## src/rtl/pwm_dt_pkg.sv

```systemverilog
// Shared state encoding and register addresses for the dead-time output stage.
package pwm_dt_pkg;

    typedef enum logic [2:0] {
        OFF,
        HI_ON,
        DEAD_TO_LO,
        LO_ON,
        DEAD_TO_HI
    } dt_state_t;

    localparam logic [4:0] DT_ADDR   = 5'd0;
    localparam logic [4:0] EN_ADDR   = 5'd1;
    localparam logic [4:0] POL_ADDR  = 5'd2;
    localparam logic [4:0] STAT_ADDR = 5'd3;

endpackage

```

## src/rtl/pwm_dt_channel.sv

```systemverilog
// One half-bridge channel: turns a PWM level into a complementary hi/lo pair
// with a dead interval of dt clocks inserted at every switch-over.
module pwm_dt_channel
    import pwm_dt_pkg::*;
#(
    parameter int DW = 8
) (
    input  logic          clk,
    input  logic          reset_n,
    input  logic          en,
    input  logic          pol,
    input  logic [DW-1:0] dt,
    input  logic          pwm_in,
    output logic          hi_out,
    output logic          lo_out,
    output logic          dead
);

    dt_state_t     state_reg, state_next;
    logic [DW-1:0] cnt_reg, cnt_next;
    logic          hi_reg, lo_reg;

    always_comb begin
        state_next = state_reg;
        cnt_next   = cnt_reg;
        if (!en) begin
            state_next = OFF;
        end else begin
            case (state_reg)
                OFF: begin
                    if (dt == '0) begin
                        state_next = pwm_in ? HI_ON : LO_ON;
                    end else begin
                        state_next = pwm_in ? DEAD_TO_HI : DEAD_TO_LO;
                        cnt_next   = dt;
                    end
                end
                HI_ON: begin
                    if (!pwm_in) begin
                        state_next = (dt == '0) ? LO_ON : DEAD_TO_LO;
                        cnt_next   = dt;
                    end
                end
                LO_ON: begin
                    if (pwm_in) begin
                        state_next = (dt == '0) ? HI_ON : DEAD_TO_HI;
                        cnt_next   = dt;
                    end
                end
                DEAD_TO_LO, DEAD_TO_HI: begin
                    // Target side is chosen at expiry; a mid-dead toggle never shortens the wait.
                    if (cnt_reg > DW'(1)) begin
                        cnt_next = cnt_reg - DW'(1);
                    end else begin
                        state_next = pwm_in ? HI_ON : LO_ON;
                    end
                end
                default: state_next = OFF;
            endcase
        end
    end

    // Outputs are decoded from the next state so they line up with the state register.
    always_ff @(posedge clk or negedge reset_n) begin
        if (!reset_n) begin
            state_reg <= OFF;
            cnt_reg   <= '0;
            hi_reg    <= 1'b0;
            lo_reg    <= 1'b0;
        end else begin
            state_reg <= state_next;
            cnt_reg   <= cnt_next;
            hi_reg    <= (state_next == HI_ON) ^ pol;
            lo_reg    <= (state_next == LO_ON) ^ pol;
        end
    end

    assign hi_out = hi_reg;
    assign lo_out = lo_reg;
    assign dead   = (state_reg == DEAD_TO_LO) || (state_reg == DEAD_TO_HI);

endmodule

```

## src/rtl/pwm_deadtime_core.sv

```systemverilog
// Dead-time / complementary-output stage: MMIO register file plus W
// independent half-bridge channels.
module pwm_deadtime_core
    import pwm_dt_pkg::*;
#(
    parameter int W  = 8,
    parameter int DW = 8
) (
    input  logic          clk,
    input  logic          reset_n,
    input  logic          cs,
    input  logic          read,
    input  logic          write,
    input  logic [4:0]    addr,
    input  logic [31:0]   wr_data,
    output logic [31:0]   rd_data,
    input  logic [W-1:0]  pwm_in,
    output logic [W-1:0]  hi_out,
    output logic [W-1:0]  lo_out
);

    logic [DW-1:0] dt_reg;
    logic [W-1:0]  en_reg;
    logic [W-1:0]  pol_reg;
    logic [W-1:0]  dead_vec;

    always_ff @(posedge clk or negedge reset_n) begin
        if (!reset_n) begin
            dt_reg  <= '0;
            en_reg  <= '0;
            pol_reg <= '0;
        end else if (cs && write) begin
            case (addr)
                DT_ADDR:  dt_reg  <= wr_data[DW-1:0];
                EN_ADDR:  en_reg  <= wr_data[W-1:0];
                POL_ADDR: pol_reg <= wr_data[W-1:0];
                default: ;
            endcase
        end
    end

    // Read data is a pure function of addr; the read strobe carries no side effect.
    always_comb begin
        rd_data = '0;
        case (addr)
            DT_ADDR:   rd_data = 32'(dt_reg);
            EN_ADDR:   rd_data = 32'(en_reg);
            POL_ADDR:  rd_data = 32'(pol_reg);
            STAT_ADDR: rd_data = 32'({dead_vec, pwm_in});
            default:   rd_data = '0;
        endcase
    end

    logic unused_bits;
    assign unused_bits = ^{read, wr_data};

    for (genvar gi = 0; gi < W; gi++) begin : g_ch
        pwm_dt_channel #(
            .DW(DW)
        ) u_ch (
            .clk     (clk),
            .reset_n (reset_n),
            .en      (en_reg[gi]),
            .pol     (pol_reg[gi]),
            .dt      (dt_reg),
            .pwm_in  (pwm_in[gi]),
            .hi_out  (hi_out[gi]),
            .lo_out  (lo_out[gi]),
            .dead    (dead_vec[gi])
        );
    end

endmodule

```

## config.mk

```make
export PLATFORM = sky130hd
export DESIGN_NAME = pwm_deadtime_core
export DESIGN_NICKNAME = d
export VERILOG_FILES = /design/src/rtl/pwm_dt_pkg.sv /design/src/rtl/pwm_dt_channel.sv /design/src/rtl/pwm_deadtime_core.sv
export SDC_FILE = /design/constraint.sdc
export NUM_CORES = 1
export LEC_CHECK = 0
export BUFFER_PORTS_ARGS = -buffer_cell sky130_fd_sc_hd__buf_2
export CORE_MARGIN = 5
export CORE_UTILIZATION = 25
export DETAILED_ROUTE_END_ITERATION = 10
export GPL_ROUTABILITY_DRIVEN = 0
export PLACE_DENSITY = 0.42
export SYNTH_ARGS = -nofsm -noshare
export SYNTH_HDL_FRONTEND = slang
export SYNTH_SLANG_ARGS = --single-unit
```

## constraint.sdc

```tcl
create_clock -name clk -period 2.4 [get_ports clk]
set_input_delay 0.24 -clock clk [delete_from_list [all_inputs] [get_ports clk]]
set_output_delay 0.24 -clock clk [all_outputs]
set_load 0.01 [all_outputs]
```

# After elaboration in Yosys (flattened, before gate mapping)
# Cells that the tools add are included.
# totals
reg_bits,128
output_inout_bits,48
inputBits,50
elab_cells,296
# classes
muxes,100
addsub,8
bitwise,16
n_eq_ne,83
order_cmp,8
reduce_logical,46
# ops
operator,n
$pmux W8 S4,8
$mux W8,25
$mux W3,49
$pmux W3 S4,8
$eq A3 B2 Y1 const B,24
$gt A8 B1 Y1 const B,8
$pmux W16 S4,1
$sub A8 B1 Y8 const B,8
$eq A3 B1 Y1 const B,16
$ne A2 B2 Y1 const B,24
$reduce_and A6 Y1,8
$reduce_bool A4 Y1,8
$eq A3 B3 Y1 const B,8
$logic_not A3 Y1,8
$mux W2,8
$ne A2 B1 Y1 const B,8
$reduce_or A2 Y1,8
$xor A1 B1 Y1,16
$eq A5 B2 Y1 const B,2
$logic_not A8 Y1,1
$logic_or A1 B1 Y1,8
$reduce_and A2 Y1,3
$eq A5 B1 Y1 const B,1
$logic_not A5 Y1,1
2 further kinds,2

# Logic depth before layout (Yosys ltp)
# Gate-level depths: netlist of run 1.
# logic_depth
word_depth,7
ltp_mapped,9
mapped_depth_nobuf,8

# Cells and area by module
# Synthesis of run 1 repeated with hierarchy kept, for this count alone.
# unflattened
hier_cells,933
area_unflattened_um2,8749.6
# modules_own_cells
mod,seq_area_each_um2,cells_per_inst,area_per_inst_um2,instances
pwm_dt_channel at g_ch[1].u_ch ...,325.3,103,919.6,5
pwm_dt_channel at g_ch[6].u_ch ...,325.3,102,908.4,2
pwm_deadtime_core,600.6,110,1363.8,1
pwm_dt_channel at g_ch[0].u_ch,325.3,104,970.9,1

# Worst setup path after synthesis of run 1
# Ideal clock, no wire load.
# synth_timing
path_type,reg-to-reg
start,reg g_ch[1].u_ch.cnt_reg[4]
end,reg g_ch[1].u_ch.hi_reg
t_arrival_ps,2085
synth_period_minus_slack_ps,2209
path_stages_with_launch,7
slack_ps,191
cell_sequence,dfrtp_1 -> or4_4 -> or4_1 -> mux2_2 -> a221oi_2 -> o21ai_1 -> xnor2_1
# synth_via
elab_chain_len,6
# synth_lines
element,line,source
start: declaration,pwm_dt_channel.sv:20,"logic [DW-1:0] cnt_reg, cnt_next;"
start signal: assignment,pwm_dt_channel.sv:72,cnt_reg <= cnt_next;
$gt A8 B1 Y1,pwm_dt_channel.sv:52,if (cnt_reg > DW'(1)) begin
$mux W3,pwm_dt_channel.sv:52,
$pmux W3 S4,pwm_dt_channel.sv:29,case (state_reg)
$mux W3,pwm_dt_channel.sv:26,if (!en) begin
$eq A3 B1 Y1,pwm_dt_channel.sv:73,hi_reg <= (state_next == HI_ON) ^ pol;
$xor A1 B1 Y1,pwm_dt_channel.sv:73,
end signal: assignment,pwm_dt_channel.sv:73,
end: declaration,pwm_dt_channel.sv:21,"logic hi_reg, lo_reg;"
# No other way between the ends.
# A chain may end at the register's enable or synchronous reset.

# Worst setup path after layout of run 1
# layout_timing
start,reg g_ch[0].u_ch.cnt_reg[5]
end,reg g_ch[0].u_ch.hi_reg
# layout_via
elab_chain_len,6
# layout_lines
element,line
start: declaration,pwm_dt_channel.sv:20
start signal: assignment,pwm_dt_channel.sv:72
$gt A8 B1 Y1,pwm_dt_channel.sv:52
$mux W3,pwm_dt_channel.sv:52
$pmux W3 S4,pwm_dt_channel.sv:29
$mux W3,pwm_dt_channel.sv:26
$eq A3 B1 Y1,pwm_dt_channel.sv:73
$xor A1 B1 Y1,pwm_dt_channel.sv:73
end signal: assignment,pwm_dt_channel.sv:73
end: declaration,pwm_dt_channel.sv:21
# No other way between the ends.

==> impl_metrics.env, run 1 <==
export IMPL_run_status="finished clean"
export IMPL_peakVddDrop_mv=0.577
export IMPL_clk_insertion_delay_late_ns=0.43
export IMPL_postSynthCellCount=963
export IMPL_totalPowerFinal_mw=10.1
export IMPL_relSlewSlack=0.478
export IMPL_yosys_warnings=0
export IMPL_grt_use_total=0.138
export IMPL_post_detailed_routing_wire_length_um=25600
export IMPL_synth_edff_count=0
export IMPL_layout_nets=1105
export IMPL_finalNonFillerCells=1499
export IMPL_numPortBuffers=56
export IMPL_yosys_mux_area_fraction=0.0579
export IMPL_yosys_area_top_type="sky130_fd_sc_hd__dfrtp_1"
export IMPL_number_of_nets_with_antenna_violations_after_routing=0
export IMPL_switching_share=0.382
export IMPL_critical_path_required_ns=2.70
export IMPL_cp_arrival_ns=2.62
export IMPL_setup_tns_ns=0
export IMPL_floorplan_die_area_um2=37100
export IMPL_grt_overflow=0
export IMPL_top_level_i_o_count=98
export IMPL_worst_r2r_path_depth=5
export IMPL_drv_cap=0
export IMPL_holdCritStartpoint="wr_data[3]"
export IMPL_placed_area_um2=9370
export IMPL_grt_pass1_wl_um=39900
export IMPL_final_setup_viol_count=0
export IMPL_switching_power_mw=3.86
export IMPL_fin_util=0.301
export IMPL_seq_area_frac_synth=0.384
export IMPL_sequentialPowerShare=0.349
export IMPL_crit_reg2reg_capture="g_ch[0].u_ch.hi_out$_DFF_PN0_"
export IMPL_final_max_slew_viol_count=0
export IMPL_vias_per_cell=4.89
export IMPL_largest_register_ff_count=64
export IMPL_fillCellCount=3519
export IMPL_grt_max_degree=52
export IMPL_synthDominantCellAreaShare=0.384
export IMPL_clock_path_buffers=2
export IMPL_async_reset_ff_frac=1.00
export IMPL_hold_class="in -> reg"
export IMPL_layout_commonest_cell="sky130_fd_sc_hd__dfrtp_1"
export IMPL_synth_compound_gate_area_share=0.242
export IMPL_clock_fmax_mhz=430
export IMPL_first_global_vias=7036
export IMPL_vias=7331
export IMPL_starting_density_of_the_core=0.251
export IMPL_p_int_mw=6.25
export IMPL_num_rows=67
export IMPL_final_cell_mix="sky130_fd_sc_hd__dfrtp_1, sky130_fd_sc_hd__nor2_1, sky130_fd_sc_hd__a21oi_1"
export IMPL_power_density_nw_per_um2=1010
export IMPL_critical_path_buf_inv_count=0
export IMPL_worst_path_dominant_cell_family="simple AND/OR/NAND/NOR gates"
export IMPL_path_cells="or4_4 -> or4_1 -> o211ai_1 -> nand4_1 -> xnor2_1"
export IMPL_ctsHtreeMaxLevel=4
export IMPL_dr_first_iter_drc_count=549
export IMPL_transition_time_at_the_pin_with_the_least_slew_margin_ns=0.783
export IMPL_tritoncts="yes"
export IMPL_criticalPathCategory="reg -> reg"
export IMPL_synth_flop_cell="sky130_fd_sc_hd__dfrtp_1"
export IMPL_slowest_stage="sky130_fd_sc_hd__or4_1"
export IMPL_standard_cell_core_area_um2=33300
export IMPL_synth_xor_area_frac=0.0294
export IMPL_synth_top_family_by_area="compound AO/OA/AOI/OAI gates"
export IMPL_reg2reg_slack_ns=0.07
export IMPL_share_clk_of_total_power=0.276
export IMPL_cp_start_kind="register"
export IMPL_antenna_cells=0
export IMPL_place_detailed_instances=1466
export IMPL_skew_ns=0.00975
export IMPL_post_route_drc_count=0
export IMPL_path_clk_slew_ns=0.06
export IMPL_cp_max_fanout=8
export IMPL_mappedNetlistArea_um2=8340
export IMPL_worst_hold_path_endpoint="pol_reg[3]$_DFFE_PN0P_"
export IMPL_cts_root_buffer_cell="sky130_fd_sc_hd__clkbuf_16"
export IMPL_synth_area_per_cell_um2=8.66
export IMPL_post_synth_main_area_contributors="sky130_fd_sc_hd__dfrtp_1, sky130_fd_sc_hd__a21oi_1, sky130_fd_sc_hd__nor2_1"
export IMPL_share_of_final_layout_standard_cells_stronger_than_drive_strength_1=0.205
export IMPL_holdPathStages=2
export IMPL_count_of_endpoints_failing_hold_in_the_final_timing_report=0
export IMPL_chipHeight_um=193
export IMPL_cts_buffers_inserted=17
export IMPL_yosys_cell_types_count=73
export IMPL_min_period_ns=2.33
export IMPL_comb_power_share=0.376
export IMPL_routedWlPerCell_um=17.1
export IMPL_hpwlAfterDp_um=17700
export IMPL_grt_setup_unrepaired="no"
export IMPL_static_leakage_nw=4.24
export IMPL_reg2reg_from="g_ch[0].u_ch.cnt_reg[5]$_DFFE_PN0P_"
export IMPL_area_delta_synth_final_pct=20.2
export IMPL_antenna_violations_before_repair=0
export IMPL_die_w_um=193
export IMPL_finalInstanceArea_um2=10000
export IMPL_dr_pass1_iters=4
export IMPL_min_period_over_period=0.970
export IMPL_ys_ff_latch=128
export IMPL_crit_path_end_kind="register"
export IMPL_cp_slowest_stage_delay_ns=0.64
export IMPL_adder_cell_fraction_of_synth_area=0.0240
export IMPL_cts_sink_count=128
export IMPL_post_synthesis_simple_gate_area_fraction=0.194
-- final cells by class --
| cell class | instances | area, um^2 | share of cell area |
|---|---|---|---|
| clock inverter | 11 | 163 | 0.0162 |
| tap | 448 | 561 | 0.0559 |
| sequential | 128 | 3200 | 0.319 |
| timing repair buffer | 132 | 885 | 0.0882 |
| inverter | 29 | 109 | 0.0109 |
| multi-input combinational | 731 | 4650 | 0.464 |
| clock buffer | 20 | 457 | 0.0455 |
-- per-stage QoR --
stage | setup WS (ns) | hold slack (ns)
after detailed placement | -0.0804 | 0.247
final | 0.0718 | 0.121
after floorplan | 0.191 | -0.0556
after global routing | 0.000649 | 0.105
after CTS | 0.0776 | 0.101
after global placement | -0.0825 | 0.247
-- cells in the mapped netlist (19+ instances only) --
cell type and number:
sky130_fd_sc_hd__buf_4 32, sky130_fd_sc_hd__clkbuf_1 48, sky130_fd_sc_hd__mux2_2 26, sky130_fd_sc_hd__mux2i_1 19
sky130_fd_sc_hd__a21oi_1 80, sky130_fd_sc_hd__nand2b_1 34, sky130_fd_sc_hd__nor3_1 23, sky130_fd_sc_hd__o22ai_1 28
sky130_fd_sc_hd__nand2_1 65, sky130_fd_sc_hd__dfrtp_1 128, sky130_fd_sc_hd__o21ai_0 68, sky130_fd_sc_hd__nor2_1 100
sky130_fd_sc_hd__inv_1 29
-- power groups by stage --
stage	clock (mW)	combinational, mW	sequential, mW
2_1_floorplan	0	2.72	3.34
4_1_cts	2.87	3.80	3.51
3_5_place_dp	0	3.77	3.54
6_report	2.79	3.80	3.53
5_1_grt	2.95	4.28	3.64
3_3_place_gp	0	3.77	3.56
-- worst max path at each step --
stage / from / cells past startpoint / endpoint
floorplan: g_ch[1].u_ch.cnt_reg[4]$_DFFE_PN0P_ / 6 / g_ch[1].u_ch.hi_out$_DFF_PN0_
global placement: dt_reg[2]$_DFFE_PN0P_ / 6 / g_ch[0].u_ch.cnt_reg[5]$_DFFE_PN0P_
detailed placement: dt_reg[7]$_DFFE_PN0P_ / 6 / g_ch[0].u_ch.cnt_reg[5]$_DFFE_PN0P_
CTS: g_ch[0].u_ch.cnt_reg[5]$_DFFE_PN0P_ / 5 / g_ch[0].u_ch.hi_out$_DFF_PN0_
global route: g_ch[1].u_ch.cnt_reg[4]$_DFFE_PN0P_ / 7 / g_ch[1].u_ch.lo_out$_DFF_PN0_
finish: g_ch[0].u_ch.cnt_reg[5]$_DFFE_PN0P_ / 5 / g_ch[0].u_ch.hi_out$_DFF_PN0_
-- worst register-to-register path: stages, from the launching register on --
cell and delay [ns]:
sky130_fd_sc_hd__dfrtp_1 0.38, sky130_fd_sc_hd__or4_4 0.53, sky130_fd_sc_hd__or4_1 0.64, sky130_fd_sc_hd__o211ai_1 0.33, sky130_fd_sc_hd__nand4_1 0.16, sky130_fd_sc_hd__xnor2_1 0.16
-- per-layer routing --
metal / share of wire / vias up / routed length, um / GRT usage
met5: 0 / - / 0 / 0
met4: 0.019 / 0 / 480 / 0.0389
met3: 0.036 / 20 / 914 / 0.0270
met2: 0.45 / 121 / 11600 / 0.217
met1: 0.49 / 3557 / 12600 / 0.193
li1: - / 3633 / - / -
-- kinds of logic after synthesis --
group | after synthesis
buffers and inverters | 119
AND/OR/NAND/NOR | 319
flip-flops | 128
AO/OA/AOI/OAI | 307
multiplexers | 45
XOR/XNOR | 28
adder cells (fa/ha/maj) | 16
other | 1
-- what timing repair did --
action,4_1_cts,5_1_grt
pin swaps,0,3
endpoints found under the setup margin,1,6
setup buffers,0,1
hold endpoints to repair,48,0
hold buffers,1,0
gates resized for setup,1,5
Note: power is estimated with default switching activity, not from simulation.
==> run 2, diff against run 1 <==
==> constraint.sdc (replaced) <==
create_clock -name clk -period 2.4 [get_ports clk]
set_input_delay 0.36 -clock clk [delete_from_list [all_inputs] [get_ports clk]]
set_output_delay 0.36 -clock clk [all_outputs]
set_load 0.01 [all_outputs]
==> impl_metrics.env, run 2 (synthesized netlist as in run 1, its figures left out) <==
export IMPL_run_status="finished clean"
export IMPL_critical_path_required_ns=2.70
export IMPL_final_max_slew_viol_count=0
export IMPL_clock_fmax_mhz=431
export IMPL_cts_root_buffer_cell="sky130_fd_sc_hd__clkbuf_16"
export IMPL_numPortBuffers=56
export IMPL_layout_nets=1102
export IMPL_clk_insertion_delay_late_ns=0.43
export IMPL_post_route_drc_count=0
export IMPL_vias=7352
export IMPL_post_detailed_routing_wire_length_um=25700
export IMPL_cp_arrival_ns=2.62
export IMPL_layout_commonest_cell="sky130_fd_sc_hd__dfrtp_1"
export IMPL_ctsHtreeMaxLevel=4
export IMPL_starting_density_of_the_core=0.251
export IMPL_area_delta_synth_final_pct=21.2
export IMPL_min_period_ns=2.32
export IMPL_grt_use_total=0.143
export IMPL_fillCellCount=3519
export IMPL_grt_setup_unrepaired="no"
export IMPL_cts_sink_count=128
export IMPL_num_rows=67
export IMPL_chipHeight_um=193
export IMPL_number_of_nets_with_antenna_violations_after_routing=0
export IMPL_multi_input_gate_area_um2=4660
export IMPL_path_cells="or4_4 -> or4_1 -> mux2_2 -> a221oi_2 -> o21ai_1 -> xnor2_1"
export IMPL_share_of_final_layout_standard_cells_stronger_than_drive_strength_1=0.203
export IMPL_fin_hold_ws_ns=0.230
export IMPL_power_density_nw_per_um2=1040
export IMPL_vias_per_cell=4.91
export IMPL_cp_start_kind="register"
export IMPL_static_leakage_nw=4.29
export IMPL_slowest_stage="sky130_fd_sc_hd__or4_4"
export IMPL_transition_time_at_the_pin_with_the_least_slew_margin_ns=0.665
export IMPL_grt_overflow=0
export IMPL_tritoncts="yes"
export IMPL_cp_slowest_stage_delay_ns=0.54
export IMPL_antenna_cells=0
export IMPL_post_cts_setup_buffer_count=0
export IMPL_dr_pass1_iters=5
export IMPL_first_global_vias=7323
export IMPL_peakVddDrop_mv=0.535
export IMPL_top_level_i_o_count=98
export IMPL_criticalPathCategory="reg -> reg"
export IMPL_clock_path_buffers=2
export IMPL_sequential_cell_area_um2=3210
export IMPL_standard_cell_core_area_um2=33300
export IMPL_routedWlPerCell_um=17.2
export IMPL_drv_cap=0
export IMPL_dr_first_iter_drc_count=498
export IMPL_hold_class="in -> reg"
export IMPL_cts_buffers_inserted=17
export IMPL_grt_pass1_wl_um=41500
export IMPL_grt_max_degree=57
export IMPL_crit_path_end_kind="register"
export IMPL_relSlewSlack=0.553
export IMPL_final_setup_viol_count=0
export IMPL_hpwlAfterDp_um=17700
export IMPL_final_cell_mix="sky130_fd_sc_hd__dfrtp_1, sky130_fd_sc_hd__nor2_1, sky130_fd_sc_hd__a21oi_1"
export IMPL_min_period_over_period=0.966
export IMPL_skew_ns=0.0136
export IMPL_die_w_um=193
export IMPL_antenna_violations_before_repair=0
export IMPL_holdPathStages=2
export IMPL_setup_tns_ns=0
export IMPL_cp_max_fanout=3
export IMPL_count_of_endpoints_failing_hold_in_the_final_timing_report=0
export IMPL_path_clk_slew_ns=0.07
export IMPL_worst_r2r_path_depth=6
export IMPL_largest_register_ff_count=64
export IMPL_floorplan_die_area_um2=37100
-- run 2: cell types whose count changed in the layout (fill, tap and decap cells not counted), sizes merged --
cell,change
buf,-3
bufinv,+2
clkbuf,+3
clkinv,-2
clkinvlp,-3
inv,+1
-- run 2: worst max-delay path, delay by kind of cell (launching register included) --
family,cells,cell delay (ns)
AO/OA/AOI/OAI,2,0.31
XOR/XNOR,1,0.14
flip-flops,1,0.39
multiplexers,1,0.30
AND/OR/NAND/NOR,2,1.07
-- run 2: final cells by class --
type / count / area share
inverters: 29 / 0.0108
clock inverters: 9 / 0.0197
flip-flops and latches: 128 / 0.317
well taps: 448 / 0.0554
multi-input cells: 731 / 0.461
repair buffers: 129 / 0.0865
clock buffers: 23 / 0.0493
-- run 2: final timing paths --
path | slack (ns) | startpoint | to
min in group asynchronous | 0.48 | reset_n | g_ch[4].u_ch.cnt_reg[0]$_DFFE_PN0P_
max in group asynchronous | 1.20 | reset_n | g_ch[1].u_ch.cnt_reg[6]$_DFFE_PN0P_
min reg2reg | 0.50 | g_ch[1].u_ch.cnt_reg[5]$_DFFE_PN0P_ | g_ch[1].u_ch.cnt_reg[5]$_DFFE_PN0P_
min | 0.23 | wr_data[4] | en_reg[4]$_DFFE_PN0P_
max | 0.08 | g_ch[1].u_ch.cnt_reg[4]$_DFFE_PN0P_ | g_ch[1].u_ch.hi_out$_DFF_PN0_
max reg2reg | 0.08 | g_ch[1].u_ch.cnt_reg[4]$_DFFE_PN0P_ | g_ch[1].u_ch.hi_out$_DFF_PN0_
-- run 2: through the flow --
| stage | setup WS, ns | instances | power (mW) | util | area, um^2 |
|---|---|---|---|---|---|
| after floorplan | 0.191 | 978 | 6.06 | - | 8400 |
| after global placement | 0.0671 | 1464 | 7.36 | 0.282 | 9370 |
| after detailed placement | 0.0567 | 1464 | 7.38 | 0.282 | 9370 |
| after CTS | 0.0500 | 1497 | 10.5 | 0.303 | 10100 |
| after global routing | 0.00497 | 1497 | 11.3 | 0.304 | 10100 |
| final | 0.0817 | 1497 | 10.5 | 0.304 | 10100 |
-- run 2: power by group --
part	leakage [nW]	switching, mW	internal (mW)
combinational	2.30	2.15	1.69
sequential	1.65	0.711	2.82
clock	0.344	1.02	2.09
total	4.29	3.88	6.60
-- run 2: timing repair --
action	in CTS	in global routing
endpoints found under the setup margin	0	14
hold buffers	1	0
endpoints found under the hold margin	52	0
gates resized for setup	0	8
-- run 2: layer usage --
| metal | global-route usage | up-vias | wire (um) |
|---|---|---|---|
| li1 | - | 3626 | - |
| met1 | 0.207 | 3543 | 12900 |
| met4 | 0.0431 | 0 | 490 |
| met2 | 0.220 | 153 | 11400 |
| met3 | 0.0232 | 30 | 987 |
| met5 | 0 | - | 0 |
